<file path="config.mk">
export PLATFORM = sky130hd
export DESIGN_NAME = readout_sched
export DESIGN_NICKNAME = d
export VERILOG_FILES = /design/src/rtl/digi_pkg.sv /design/src/rtl/hi_prio_enc.sv /design/src/rtl/readout_sched.sv
export SDC_FILE = /design/constraint.sdc
export NUM_CORES = 1
export LEC_CHECK = 0
export ABC_AREA = 1
export ABC_CLOCK_PERIOD_IN_PS = 3250
export BUFFER_PORTS_ARGS = -buffer_cell sky130_fd_sc_hd__buf_2
export CAP_MARGIN = 20
export CORE_ASPECT_RATIO = 1.1
export CORE_MARGIN = 3
export CORE_UTILIZATION = 52
export DETAILED_ROUTE_END_ITERATION = 7
export PLACE_DENSITY = 0.84
export SLEW_MARGIN = 10
export SYNTH_ARGS = -nofsm -noshare
export SYNTH_HDL_FRONTEND = slang
export SYNTH_SLANG_ARGS = --single-unit
</file>
<file path="constraint.sdc">
create_clock -name CLK -period 3.25 [get_ports CLK]
set_clock_uncertainty 0.1 [all_clocks]
set_input_delay 0.65 -clock CLK [delete_from_list [all_inputs] [get_ports CLK]]
set_output_delay 0.65 -clock CLK [all_outputs]
set_load 0.1 [all_outputs]
</file>
<file path="src/rtl/digi_pkg.sv">
// Shared definitions for the digitizer readout control path.
package digi_pkg;

  localparam int ADC_WIDTH = 12;

  typedef enum logic [2:0] {
    IDLE,
    OFFSET_WAIT,
    SELECT,
    READ,
    DONE
  } state_t;

  // Ceiling log2, never below 1 so single-entry selects still get a bit.
  function automatic int clog2(input int n);
    int r;
    r = 1;
    for (int i = 1; i < 31; i++) begin
      if ((1 << i) < n) r = i + 1;
    end
    return r;
  endfunction

endpackage

</file>
<file path="src/rtl/hi_prio_enc.sv">
// Combinational highest-set-bit encoder with an "all clear" flag.
module hi_prio_enc
  import digi_pkg::*;
#(
  parameter int CHAN = 8,
  localparam int SELW = clog2(CHAN)
) (
  input  logic [CHAN-1:0] req,
  output logic [SELW-1:0] idx,
  output logic            none
);

  // Later (higher) bits overwrite earlier ones, so the top set bit wins.
  always_comb begin
    idx = '0;
    for (int i = 0; i < CHAN; i++) begin
      if (req[i]) idx = SELW'(i);
    end
  end

  assign none = ~|req;

endmodule

</file>
<file path="src/rtl/readout_sched.sv">
// Per-event readout sequencer: EOS -> offset wait -> serve enabled channels high to low.
// Optional per-channel word watchdog is built when READOUT_WDOG_EN is defined.
module readout_sched
  import digi_pkg::*;
#(
  parameter int CHAN = 8,
  parameter int SIZE = 8,
  parameter int CNTW = 12,
  localparam int SELW = clog2(CHAN)
) (
  input  logic            CLK,
  input  logic            RST_N,
  input  logic            EOS,
  input  logic [CHAN-1:0] CHAN_EN,
  input  logic [SIZE-1:0] OFFSET,
  input  logic [CNTW-1:0] HOW_MANY,
  input  logic            RD_EN,
  input  logic [CHAN-1:0] CH_DONE,
  output logic [CHAN-1:0] RD_REQUEST,
  output logic [SELW-1:0] SEL,
  output logic            BUSY,
  output logic            SPI_COMPLETE,
  output logic            OVERRUN,
  output logic [CHAN-1:0] ERR
);

  state_t          state;
  logic [CHAN-1:0] pending;
  logic [SIZE-1:0] ocnt;
  logic [CNTW-1:0] wcnt;
  logic [CHAN-1:0] err_q;
  logic [SELW-1:0] top_idx;
  logic            none;
  logic            accept;
  logic            last_word;
  logic            wdog_hit;

  hi_prio_enc #(.CHAN(CHAN)) u_enc (
    .req (pending),
    .idx (top_idx),
    .none(none)
  );

  assign accept     = (state == READ) && RD_EN;
  assign last_word  = accept && CH_DONE[SEL];
  assign RD_REQUEST = accept ? (CHAN'(1) << SEL) : '0;

`ifdef READOUT_WDOG_EN
  // wcnt holds words accepted before this one; this word would be HOW_MANY+1.
  assign wdog_hit = accept && !CH_DONE[SEL] && (HOW_MANY != '0) && (wcnt == HOW_MANY);
  assign ERR      = err_q;
`else
  logic unused_wdog;
  assign wdog_hit    = 1'b0;
  assign ERR         = '0;
  assign unused_wdog = ^{HOW_MANY, wcnt, err_q};
`endif

  always_ff @(posedge CLK) begin
    if (!RST_N) begin
      state        <= IDLE;
      pending      <= '0;
      ocnt         <= '0;
      wcnt         <= '0;
      SEL          <= '0;
      BUSY         <= 1'b0;
      SPI_COMPLETE <= 1'b0;
      OVERRUN      <= 1'b0;
      err_q        <= '0;
    end else begin
      SPI_COMPLETE <= 1'b0;
      if (EOS && state != IDLE) OVERRUN <= 1'b1;
      case (state)
        IDLE: begin
          if (EOS) begin
            pending <= CHAN_EN;
            ocnt    <= OFFSET;
            err_q   <= '0;
            OVERRUN <= 1'b0;
            BUSY    <= 1'b1;
            state   <= (OFFSET != '0) ? OFFSET_WAIT : SELECT;
          end
        end
        OFFSET_WAIT: begin
          ocnt <= ocnt - 1'b1;
          if (ocnt == SIZE'(1)) state <= SELECT;
        end
        SELECT: begin
          if (none) begin
            SPI_COMPLETE <= 1'b1;
            state        <= DONE;
          end else begin
            SEL   <= top_idx;
            wcnt  <= '0;
            state <= READ;
          end
        end
        READ: begin
          if (RD_EN && wcnt != '1) wcnt <= wcnt + 1'b1;
          if (last_word || wdog_hit) begin
            pending[SEL] <= 1'b0;
            state        <= SELECT;
          end
          if (wdog_hit) err_q[SEL] <= 1'b1;
        end
        DONE: begin
          BUSY  <= 1'b0;
          state <= IDLE;
        end
        default: state <= IDLE;
      endcase
    end
  end

endmodule

</file>
# ---- Word-level counts from Yosys, hierarchy flattened
# Index checks and enable logic that the tools add are counted.
dict set report word_totals {
  elab_cells 67
  regBits 25
  inputBits 40
  mem_bits_ro 0
  latch_bits 0
  ram_bits 0
  mem_count 0
  out_inout_bits 22
}
dict set report op_classes {
  magnitude_cmp 2
  reduce_logical 17
  div_mod_pow 0
  n_eq_ne 8
  n_mux 29
  bitwise_logic 2
  shift 1
  mul 0
  add_sub_neg 1
}
# cell count
set op_table {}
lappend op_table {{8-bit 2-to-1 mux} 4}
lappend op_table {{8-bit case mux with 2 select lines} 2}
lappend op_table {{3-bit 2-to-1 mux} 8}
lappend op_table {{3-bit case mux with 4 select lines} 1}
lappend op_table {{8-bit bitwise AND} 1}
lappend op_table {{8-bit by 1-bit == test with 1-bit output, second input constant} 1}
lappend op_table {{1-bit 2-to-1 mux} 8}
lappend op_table {{8-bit NOT} 1}
lappend op_table {{2-bit AND reduction} 4}
lappend op_table {{8-bit nonzero test} 1}
lappend op_table {{8-bit OR reduction} 1}
lappend op_table {{1-bit by 3-bit left shift with 8-bit output, first input constant} 1}
lappend op_table {{8-bit by 1-bit subtractor with 8-bit output, second input constant} 1}
lappend op_table {{3-bit by 2-bit == test with 1-bit output, second input constant} 2}
lappend op_table {{2-bit 2-to-1 mux} 3}
lappend op_table {{2-bit != test, second input constant} 3}
lappend op_table {{3-bit AND reduction} 2}
lappend op_table {{2-bit nonzero test} 3}
lappend op_table {{1-bit logical AND} 4}
lappend op_table {{3-bit by 4-bit less-than comparator with 1-bit output, second input constant} 1}
lappend op_table {{1-bit binary-select mux with 3-bit select} 1}
lappend op_table {{1-bit demux with 3-bit select} 1}
lappend op_table {{3-bit by 1-bit == test with 1-bit output, second input constant} 1}
lappend op_table {{3-bit == test, second input constant} 1}
lappend op_table {{4 further kinds} 4}

# ---- Logic depth before layout (Yosys ltp)
# Gate-level depths: netlist of the first run.
dict set report logic_depth {
  ltp_word 8
  depth_mapped 9
  mapped_depth_nobuf 9
}

# ---- Hierarchy
# Synthesis of the first run repeated with hierarchy kept, for this count alone.
dict set report hier_totals {
  cells_unflattened 265
  area_unflattened_um2 1706.6
}
# module cells_each seq_area_each_um2 n_inst area_each_um2
set modules_own_cells {}
lappend modules_own_cells {readout_sched 247 500.5 1 1630.3}
lappend modules_own_cells {hi_prio_enc 18 0.0 1 76.3}

# ---- Least setup slack after synthesis of the first run
# No wires, ideal clock.
dict set report synth_path {
  path_kind {register to output}
  start {reg SEL[0]}
  end {out RD_REQUEST[1]}
  path_slack_ns -0.225
  t_required_ns 2.500
  arrival_ns 2.725
  path_buffers 0
  stages_incl_launch_ff 5
  cell_sequence {dfxtp_1 -> inv_2 -> nor2_1 -> nand2_1 -> nor2_1}
}
dict set report synth_via {
  elab_chain_cells 2
}
# item line_no
set synth_rtl {}
lappend synth_rtl {{start, declared} readout_sched.sv:20} ;# output logic [SELW-1:0] SEL,
lappend synth_rtl {{start signal, assigned} readout_sched.sv:93} ;# SEL <= top_idx;
lappend synth_rtl {{1-bit by 3-bit left shift with 8-bit output} readout_sched.sv:46} ;# assign RD_REQUEST = accept ? (CHAN'(1) << SEL) : '0;
lappend synth_rtl {{8-bit 2-to-1 mux} readout_sched.sv:46}
lappend synth_rtl {{end, declared} readout_sched.sv:19} ;# output logic [CHAN-1:0] RD_REQUEST,
# No other way between the ends.

# ---- Worst setup path in the final report of the first run
dict set report layout_path {
  start {reg state[1]}
  end {out RD_REQUEST[2]}
}
dict set report layout_via {
  elab_chain_cells 3
}
# item line_no
set layout_rtl {}
lappend layout_rtl {{start, declared} readout_sched.sv:27} ;# state_t state;
lappend layout_rtl {{start signal, assigned} readout_sched.sv:81} ;# state <= (OFFSET != '0) ? OFFSET_WAIT : SELECT;
lappend layout_rtl {{3-bit by 2-bit == test with 1-bit output} readout_sched.sv:44} ;# assign accept = (state == READ) && RD_EN;
lappend layout_rtl {{1-bit logical AND} readout_sched.sv:44}
lappend layout_rtl {{8-bit 2-to-1 mux} readout_sched.sv:46}
# No other way between the ends.

==> impl_metrics.csv, run 1 <==
group,metric,value,unit
die,height_of_the_chip,64.4,microns
synth,synth_area_per_inst,6.17,sq um
synth,yosysUniqueCellTypes,29,
power_and_ir_drop,power.total,1010,uW
synth,synth_cells,261,
layout,layout.cells.most_common_list,"nand2_1, inv_1, buf_2",
cts,cts_max_path_buffers,2,
placed_design,weighted_congestion_at_the_end_of_routability_driven_global_placement,0.900,
synth,yosysSeqAreaShare,0.311,
die,fp.dieArea,3800,sq um
setup_path,cp-end-kind,"output port",
timing,post-route-period-util,0.796,
die,ios,62,
cts,clock-root-buffer,"clkbuf_4",
cts,numClockSinks,25,
power_and_ir_drop,static-leakage-power,0.00101,uW
grt,first_pass_grt_wire_length,6290,microns
cts,cts.reportedPaths.clkPinSlew,0.14,ns
layout,layout-area-overhead-vs-synth,14.9,%
timing,finalSetupViolCount,0,
cts,tritoncts_clock_tree,"built",
placed_design,dp.cells,331,
outcome,outcome,"finished clean",
cts,cts.hold.buffers_added,0,
setup_path,crit_required,2.50,ns
placed_design,placement.io_buffers,41,
synth,mapped_cell_area,1610,sq um
die,die-width,59.1,microns
layout,filler_cell_count,302,
detailed_routing,antenna_violation_net_count_after_detailed_routing,0,
setup_path,crit_fanout,4,
timing,final.min_clock_period,2.59,ns
setup_path,worstPathArrival,1.84,ns
timing,setup_tns,0,ns
cts,number_of_setup_buffers_added_after_cts,0,
synth,flops_latches_synth,25,
timing,final.setup.worst_slack,0.663,ns
die,floorplan.initialDensity,0.564,
min_path,hold_path.class,"flip-flop to flip-flop",
timing,finalMaxSlewViolations,0,
setup_path,crit_chain,"nand3_1, nor2_1, nand2_1, nor2_2, buf_2",
placed_design,hpwl,2970,microns
power_and_ir_drop,power-per-cell-area,544,nW/um^2
synth,netlist.area_leader.share,0.311,
cts,clk-insertion-delay-late,0.32,ns
die,core_area,2850,sq um
setup_path,timing.critical_path.slowest_cell_delay,0.45,ns
detailed_routing,via_per_inst,5.16,
cts,post_cts_repair_resize_count,0,
timing,holdWs,0.381,ns
synth,most_area_consuming_cells_after_synthesis,"dfxtp_1, nand2_1, inv_1",
layout,final_common_cell,"nand2_1",
layout,register_area,500,sq um
grt,gr-total-overflow,0,
detailed_routing,wl_per_cell,11.2,microns
detailed_routing,drtPass1Iterations,4,
grt,antenna_violations_before_repair,0,
synth,synth.yosys.warnings,0,
die,fp-row-count,20,
detailed_routing,first_iter_violations,88,
grt,maximum_number_of_pins_on_one_net_before_global_route_repair,16,
layout,final_net_count,345,
timing,timing_hold_violations_final,0,
synth,synth_largest_area_cell,"dfxtp_1",
detailed_routing,final_wirelength,3760,microns
grt,gr-usage-all-layers,0.206,
cts,cts_max_level,1,
layout,final_cell_count_no_fill,335,
layout,final_layout_size_suffix_gt1_frac,0.219,
setup_path,critical_path_class,"flip-flop to output port",
layout,antenna_cells_inserted,0,
job,drv.max_cap_violation_count,0,
setup_path,critPathSlowestCell,"dfxtp_1",
timing,max_freq,387,MHz
layout,multiInputGateArea,897,sq um
power_and_ir_drop,peakVddDrop,0.300,mV
cts,tritoncts_buffer_count,3,
detailed_routing,dr_total_vias,1729,
setup_path,critical_path.startpoint_type,"flip-flop",
grt,grt_pass1_vias,1586,
detailed_routing,post-route-drc-count,0,
timing,rsz0062_at_grt,"false",
placed_design,dp_worst_setup_slack,1.05,ns
[per-layer routing]
metal,share of wire,global-route usage,up-vias
li1,-,-,885
met1,0.40,0.239,784
met2,0.53,0.374,52
met3,0.059,0.0283,8
met4,0.015,0.0708,0
met5,0,0,-
[logic make-up after synthesis]
logic type / count (synthesis) / synth area share
simple gates: 124 / 0.333
buf+inv: 58 / 0.159
xor+xnor: 2 / 0.0109
flops: 25 / 0.311
other cells: 1 / 0.00233
fa+ha+maj: 2 / 0.0155
compound gates: 49 / 0.169
[cell usage after synthesis]
library cell   n
nand4_1        2
nor2_1        36
o211ai_1       3
a211oi_1       1
buf_4          8
or2_2          2
o21ai_1        4
xor2_1         1
nor3_2         1
xnor2_1        1
a21oi_1       16
nor3_1         2
buf_2          1
nand3_1       19
inv_2          5
o22ai_1        1
conb_1         1
buf_6          1
inv_1         42
o21ai_2        1
clkbuf_1       1
a31oi_1        1
ha_1           2
o21ai_0       18
nand2_1       57
o21a_1         4
nand2_2        2
dfxtp_1       25
nor2_4         3
[registers in the layout, indices dropped and copies added (netlist names), named ones only]
register,flops
ocnt,8
SPI_COMPLETE,1
state,3
pending,8
SEL,3
BUSY,1
[cell type report]
type,instances,area share
repair buffers,41,0.111
well taps,33,0.0223
clock buffers,3,0.0122
clock inverters,1,0.00406
inverters,47,0.0953
flip-flops and latches,25,0.270
multi-input cells,185,0.485
[power by group]
| group | internal [uW] | switching, uW |
|---|---|---|
| logic | 140 | 321 |
| registers | 357 | 46.4 |
| clock network | 47.1 | 94.7 |
| total | 544 | 462 |
[critical path: cells and delay by family, from the launching register on]
family | cells | cell delay, ns
buffers and inverters | 1 | 0.42
DFF | 1 | 0.45
and+or+nand+nor | 4 | 0.65
[final timing paths]
kind,from,endpoint,slack [ns],depth (start not counted)
setup / recovery,state[1],RD_REQUEST[2],0.66,5
hold / removal,BUSY,BUSY,0.38,2
setup reg to reg,state[1],ocnt[3],1.66,8
hold reg to reg,BUSY,BUSY,0.38,2
[stage by stage]
stage                util  instance area, sq um
finish              0.649                  1850
global route        0.649                  1850
CTS                 0.649                  1850
detailed placement  0.638                  1820
global placement    0.638                  1820
floorplan               -                  1650
No activity file was read; power rests on OpenSTA's default activity.
==> run 2, diff against run 1 <==
--- a/config.mk
+++ b/config.mk
@@ -6,14 +6,14 @@
 export NUM_CORES = 1
 export LEC_CHECK = 0
 export ABC_AREA = 1
-export ABC_CLOCK_PERIOD_IN_PS = 3250
+export ABC_CLOCK_PERIOD_IN_PS = 2410
 export BUFFER_PORTS_ARGS = -buffer_cell sky130_fd_sc_hd__buf_2
 export CAP_MARGIN = 20
 export CORE_ASPECT_RATIO = 1.1
 export CORE_MARGIN = 3
-export CORE_UTILIZATION = 52
+export CORE_UTILIZATION = 49
 export DETAILED_ROUTE_END_ITERATION = 7
-export PLACE_DENSITY = 0.84
+export PLACE_DENSITY = 0.8
 export SLEW_MARGIN = 10
 export SYNTH_ARGS = -nofsm -noshare
 export SYNTH_HDL_FRONTEND = slang
==> constraint.sdc (replaced) <==
create_clock -name CLK -period 2.41 [get_ports CLK]
set_clock_uncertainty 0.1 [all_clocks]
set_input_delay 0.482 -clock CLK [delete_from_list [all_inputs] [get_ports CLK]]
set_output_delay 0.482 -clock CLK [all_outputs]
set_load 0.1 [all_outputs]
==> impl_metrics.csv, run 2 (synthesized netlist as in run 1, its figures left out) <==
group,metric,value,unit
grt,grt_pass1_vias,1547,
detailed_routing,dr_total_vias,1641,
layout,antenna_cells_inserted,0,
layout,filler_cell_count,315,
job,drv.max_cap_violation_count,0,
cts,cts_max_level,1,
timing,finalSetupViolCount,0,
layout,final_layout_size_suffix_gt1_frac,0.235,
timing,worst-slew-pin-transition,0.622,ns
power_and_ir_drop,peakVddDrop,0.249,mV
die,floorplan.initialDensity,0.519,
die,core_area,3100,sq um
grt,antenna_violations_before_repair,0,
power_and_ir_drop,power_switching,613,uW
timing,holdWs,0.292,ns
placed_design,hpwl,2830,microns
timing,timing_hold_violations_final,0,
grt,first_pass_grt_wire_length,6150,microns
setup_path,critical_path_class,"flip-flop to output port",
cts,cts.reportedPaths.clkPinSlew,0.13,ns
power_and_ir_drop,power.total,1350,uW
cts,cts.hold.buffers_added,0,
die,ios,62,
die,fp-row-count,21,
setup_path,r2r.worst_path.cells,8,
power_and_ir_drop,pwr-share-comb,0.463,
die,fp.dieArea,4010,sq um
min_path,hold_start,"EOS",
setup_path,cp-end-kind,"output port",
timing,final.min_clock_period,2.24,ns
layout,largest_registers,"ocnt (8), pending (8)",
grt,global_route.usage.met2,0.362,
grt,gr-total-overflow,0,
detailed_routing,antenna_violation_net_count_after_detailed_routing,0,
detailed_routing,drtPass1Iterations,4,
detailed_routing,post-route-drc-count,0,
setup_path,critical_path.startpoint_type,"flip-flop",
setup_path,worstPathArrival,1.66,ns
setup_path,reg2reg_from,"state[1]",
layout,final_common_cell,"nand2_1",
min_path,hold_depth,3,
grt,gr-usage-met3,0.0234,
cts,cts_max_path_buffers,2,
min_path,hold_path.class,"input port to flip-flop",
layout,layout-area-overhead-vs-synth,20.7,%
layout,final_util,0.627,
timing,post-route-period-util,0.930,
cts,clock-root-buffer,"clkbuf_4",
layout,final_cell_count_no_fill,336,
die,height_of_the_chip,66.1,microns
grt,grt.met1_usage,0.229,
detailed_routing,via_per_inst,4.88,
power_and_ir_drop,static-leakage-power,0.00102,uW
placed_design,weighted_congestion_at_the_end_of_routability_driven_global_placement,0.899,
cts,numClockSinks,25,
setup_path,crit_fanout,4,
timing,slew_headroom,0.585,
grt,gr-max-usage-layer,"met2",
timing,setup_tns,0,ns
timing,finalMaxSlewViolations,0,
detailed_routing,final_wirelength,3620,microns
setup_path,timing.critical_path.from,"state[1]",
power_and_ir_drop,internal-power,738,uW
detailed_routing,first_iter_violations,38,
cts,tritoncts_clock_tree,"built",
grt,gr-usage-all-layers,0.198,
detailed_routing,wl_per_cell,10.8,microns
placed_design,dp.cells,332,
setup_path,crit_required,1.83,ns
cts,tritoncts_buffer_count,3,
layout,final_net_count,345,
timing,max_freq,446,MHz
placed_design,placement.io_buffers,41,
grt,maximum_number_of_pins_on_one_net_before_global_route_repair,14,
power_and_ir_drop,pwr-share-clk,0.137,
power_and_ir_drop,power-per-cell-area,694,nW/um^2
power_and_ir_drop,netSwitchingFraction,0.454,
layout,layout.cells.most_common_list,"nand2_1, inv_1, buf_2",
timing,rsz0062_at_grt,"false",
die,die-width,60.7,microns
outcome,outcome,"finished clean",
power_and_ir_drop,p_seq_frac,0.401,
cts,clk-insertion-delay-late,0.32,ns
## run 2: power groups by stage
stage / combinational, uW / sequential (uW) / clock, uW
2_1_floorplan: 457 / 610 / 0
3_3_place_gp: 613 / 548 / 0
3_5_place_dp: 621 / 549 / 0
4_1_cts: 624 / 539 / 193
5_1_grt: 708 / 552 / 210
6_report: 625 / 541 / 185
## run 2: layout make-up
type                       count  area, sq um  area share
timing repair buffer          41          255       0.131
tap                           34         42.5      0.0219
inverter                      47          176      0.0907
sequential                    25          504       0.259
multi-input combinational    185          940       0.483
clock buffer                   4         26.3      0.0135
## run 2: routing by layer
| layer | share of wire | vias up | routed length [microns] |
|---|---|---|---|
| li1 | - | 890 | - |
| met1 | 0.43 | 691 | 1550 |
| met2 | 0.50 | 53 | 1820 |
| met3 | 0.050 | 7 | 181 |
| met4 | 0.018 | 0 | 67 |
| met5 | 0 | - | 0 |
## run 2: worst paths after layout
kind                                 endpoint  slack, ns
worst min register to register           BUSY       0.38
worst max register to register        ocnt[1]       0.81
worst max-delay path            RD_REQUEST[5]       0.17
worst min-delay path                flip-flop       0.29
## run 2: worst max-delay path, stage by stage (launching register included)
cell and delay (ns):
dfxtp_1 0.44, nand3_1 0.20, nor2_2 0.21, nand2_1 0.14
nor2_4 0.12, buf_6 0.23
## run 2: metrics by stage
step	area [sq um]	worst slack (ns)
after floorplan	1700	0.177
after global placement	1860	0.348
after detailed placement	1860	0.313
after CTS	1910	0.0700
after global routing	1940	0.0179
final	1940	0.169
## run 2: repair_timing
item | 4_1_cts | 5_1_grt
buffers inserted | 0 | 0
endpoints found under the setup margin | 8 | 8
gates resized for setup | 8 | 10
==> run 3, diff against run 2 <==
--- a/config.mk
+++ b/config.mk
@@ -5,15 +5,16 @@
 export SDC_FILE = /design/constraint.sdc
 export NUM_CORES = 1
 export LEC_CHECK = 0
-export ABC_AREA = 1
 export ABC_CLOCK_PERIOD_IN_PS = 2410
 export BUFFER_PORTS_ARGS = -buffer_cell sky130_fd_sc_hd__buf_2
 export CAP_MARGIN = 20
+export CELL_PAD_IN_SITES_DETAIL_PLACEMENT = 1
+export CELL_PAD_IN_SITES_GLOBAL_PLACEMENT = 1
 export CORE_ASPECT_RATIO = 1.1
 export CORE_MARGIN = 3
-export CORE_UTILIZATION = 49
+export CORE_UTILIZATION = 33
 export DETAILED_ROUTE_END_ITERATION = 7
-export PLACE_DENSITY = 0.8
+export PLACE_DENSITY_LB_ADDON = 0.1
 export SLEW_MARGIN = 10
 export SYNTH_ARGS = -nofsm -noshare
 export SYNTH_HDL_FRONTEND = slang
==> constraint.sdc (replaced) <==
create_clock -name CLK -period 2.41 [get_ports CLK]
set_clock_uncertainty 0.1 [all_clocks]
set_input_delay 0.3615 -clock CLK [delete_from_list [all_inputs] [get_ports CLK]]
set_output_delay 0.3615 -clock CLK [all_outputs]
set_load 0.1 [all_outputs]
==> impl_metrics.csv, run 3 <==
group,metric,value,unit
die,height_of_the_chip,75.3,microns
die,ios,62,
layout,final_cell_count_no_fill,268,
synth,mapped_cell_area,1440,sq um
layout,final_util,0.464,
cts,clock-root-buffer,"clkbuf_8",
timing,finalSetupViolCount,0,
synth,dominantRegCellSynth,"dfxtp_1",
layout,final_common_cell,"buf_2",
placed_design,hpwl,3650,microns
grt,antenna_violations_before_repair,0,
synth,synth_largest_area_cell,"dfxtp_1",
placed_design,placement.io_buffers,41,
timing,worst-slew-pin-transition,0.565,ns
setup_path,critical_path.startpoint_type,"flip-flop",
grt,first_pass_grt_wire_length,7770,microns
timing,slew_headroom,0.621,
setup_path,crit_fanout,8,
layout,antenna_cells_inserted,0,
grt,grt_pass1_vias,1534,
detailed_routing,post-route-drc-count,0,
setup_path,timing.reg2reg.setup_slack,0.53,ns
detailed_routing,antenna_violation_net_count_after_detailed_routing,0,
detailed_routing,wl_per_cell,17.2,microns
setup_path,timing.critical_path.from,"state[0]",
detailed_routing,drtPass1Iterations,4,
synth,post_synth_edffs,0,
synth,synth.yosys.warnings,0,
cts,cts.hold.buffers_added,0,
power_and_ir_drop,p_seq_frac,0.413,
timing,post-route-period-util,0.930,
detailed_routing,dr_total_vias,1443,
power_and_ir_drop,power-per-cell-area,704,nW/um^2
synth,synth.most_common_cell,"nor2_1",
setup_path,crit-reg2reg-capture,"pending[4]",
layout,largest_registers,"ocnt (8), pending (8)",
detailed_routing,first_iter_violations,53,
power_and_ir_drop,power.total,1340,uW
power_and_ir_drop,pwr-share-clk,0.194,
cts,tritoncts_buffer_count,3,
layout,layout-area-overhead-vs-synth,31.5,%
die,floorplan.initialDensity,0.353,
setup_path,reg2reg_from,"SEL[2]",
cts,numClockSinks,25,
cts,post_cts_repair_resize_count,0,
cts,cts_max_path_buffers,2,
synth,flops_latches_synth,25,
cts,cts_max_level,1,
power_and_ir_drop,pwr-share-comb,0.393,
detailed_routing,final_wirelength,4620,microns
die,die-width,69.0,microns
synth,most_area_consuming_cells_after_synthesis,"dfxtp_1, nor2_1, nand2_1",
cts,cts.reportedPaths.clkPinSlew,0.09,ns
layout,final_layout_size_suffix_gt1_frac,0.306,
timing,final.min_clock_period,2.24,ns
timing,max_freq,446,MHz
layout,filler_cell_count,523,
synth,netlist.area_leader.share,0.347,
synth,yosysUniqueCellTypes,44,
outcome,outcome,"finished clean",
setup_path,cp-end-kind,"output port",
placed_design,dp.cells,264,
synth,synth_area_per_inst,8.15,sq um
timing,finalMaxSlewViolations,0,
setup_path,worstPathArrival,1.78,ns
layout,layout.cells.most_common_list,"buf_2, dfxtp_1, nor2_1",
cts,tritoncts_clock_tree,"built",
die,core_area,4080,sq um
min_path,hold_path.class,"input port to flip-flop",
cts,clk-insertion-delay-late,0.27,ns
power_and_ir_drop,netSwitchingFraction,0.429,
setup_path,crit_end,"RD_REQUEST[0]",
grt,gr-total-overflow,0,
cts,number_of_setup_buffers_added_after_cts,0,
setup_path,critical_path_class,"flip-flop to output port",
timing,rsz0062_at_grt,"false",
grt,maximum_number_of_pins_on_one_net_before_global_route_repair,19,
power_and_ir_drop,peakVddDrop,0.319,mV
setup_path,r2r.worst_path.cells,3,
power_and_ir_drop,static-leakage-power,0.000730,uW
job,drv.max_cap_violation_count,0,
synth,leading_post_synthesis_cells_by_instance_count,"nor2_1, dfxtp_1, nand2_1, nor3_1",
setup_path,crit_required,1.95,ns
detailed_routing,via_per_inst,5.38,
power_and_ir_drop,power_switching,573,uW
synth,yosysSeqAreaShare,0.347,
die,fp.dieArea,5200,sq um
synth,asyncSetResetFlopFracSynth,0,
synth,synth_cells,177,
placed_design,weighted_congestion_at_the_end_of_routability_driven_global_placement,0.796,
die,fp-row-count,24,
grt,gr-usage-all-layers,0.186,
timing,timing_hold_violations_final,0,
power_and_ir_drop,internal-power,763,uW
layout,final_net_count,259,
## run 3: power groups by stage
stage               Combinational [uW]  Sequential (uW)  Clock [uW]
floorplan                          387              584           0
global placement                   496              556           0
detailed placement                 522              561           0
CTS                                525              551         261
global route                       574              564         281
finish                             525              552         259
## run 3: layer usage
layer  GRT usage  vias up  routed length [microns]
met5           0        -                        0
met4      0.0456        0                       44
met3      0.0330        4                      157
met2       0.355       30                     2380
met1       0.221      700                     2040
li1            -      709                        -
## run 3: stage by stage
step / setup WS [ns] / cell area (sq um) / setup TNS [ns] / hold WS (ns)
2_1_floorplan: -0.0322 / 1550 / -0.0571 / 0.350
5_1_grt: 0.00251 / 1900 / 0 / 0.242
6_report: 0.168 / 1900 / 0 / 0.239
3_5_place_dp: 0.453 / 1850 / 0 / 0.373
3_3_place_gp: 0.515 / 1850 / 0 / 0.364
4_1_cts: 0.145 / 1900 / 0 / 0.239
## run 3: worst max-delay path: stages (launching register included)
cell      delay (ns)
dfxtp_1         0.50
nor2b_1         0.26
nand4b_1        0.14
buf_4           0.20
nor3_4          0.21
buf_12          0.20
## run 3: area by class of cell
| class | count | area (sq um) | share of cell area |
|---|---|---|---|
| repair buffers | 45 | 355 | 0.187 |
| well taps | 52 | 65.1 | 0.0343 |
| multi-input cells | 136 | 901 | 0.475 |
| flip-flops and latches | 25 | 507 | 0.267 |
| clock buffers | 3 | 41.3 | 0.0218 |
| inverters | 6 | 22.5 | 0.0119 |
| clock inverters | 1 | 5.00 | 0.00264 |
## run 3: worst min path at each step
stage | from | to | cells after the start
4_1_cts | CHAN_EN[2] | pending[2] | 3
6_report | CHAN_EN[2] | pending[2] | 3
3_3_place_gp | ocnt[7] | ocnt[7] | 2
5_1_grt | CHAN_EN[5] | pending[5] | 3
2_1_floorplan | ocnt[7] | ocnt[7] | 2
3_5_place_dp | ocnt[7] | ocnt[7] | 2
## run 3: kinds of logic after synthesis
family	Yosys count	share of synthesized area
AOI/OAI and AO/OA	44	0.212
DFF	25	0.347
buffers and inverters	23	0.0937
muxes	7	0.0572
other	1	0.00260
and+or+nand+nor	75	0.270
adders and majority gates	2	0.0173
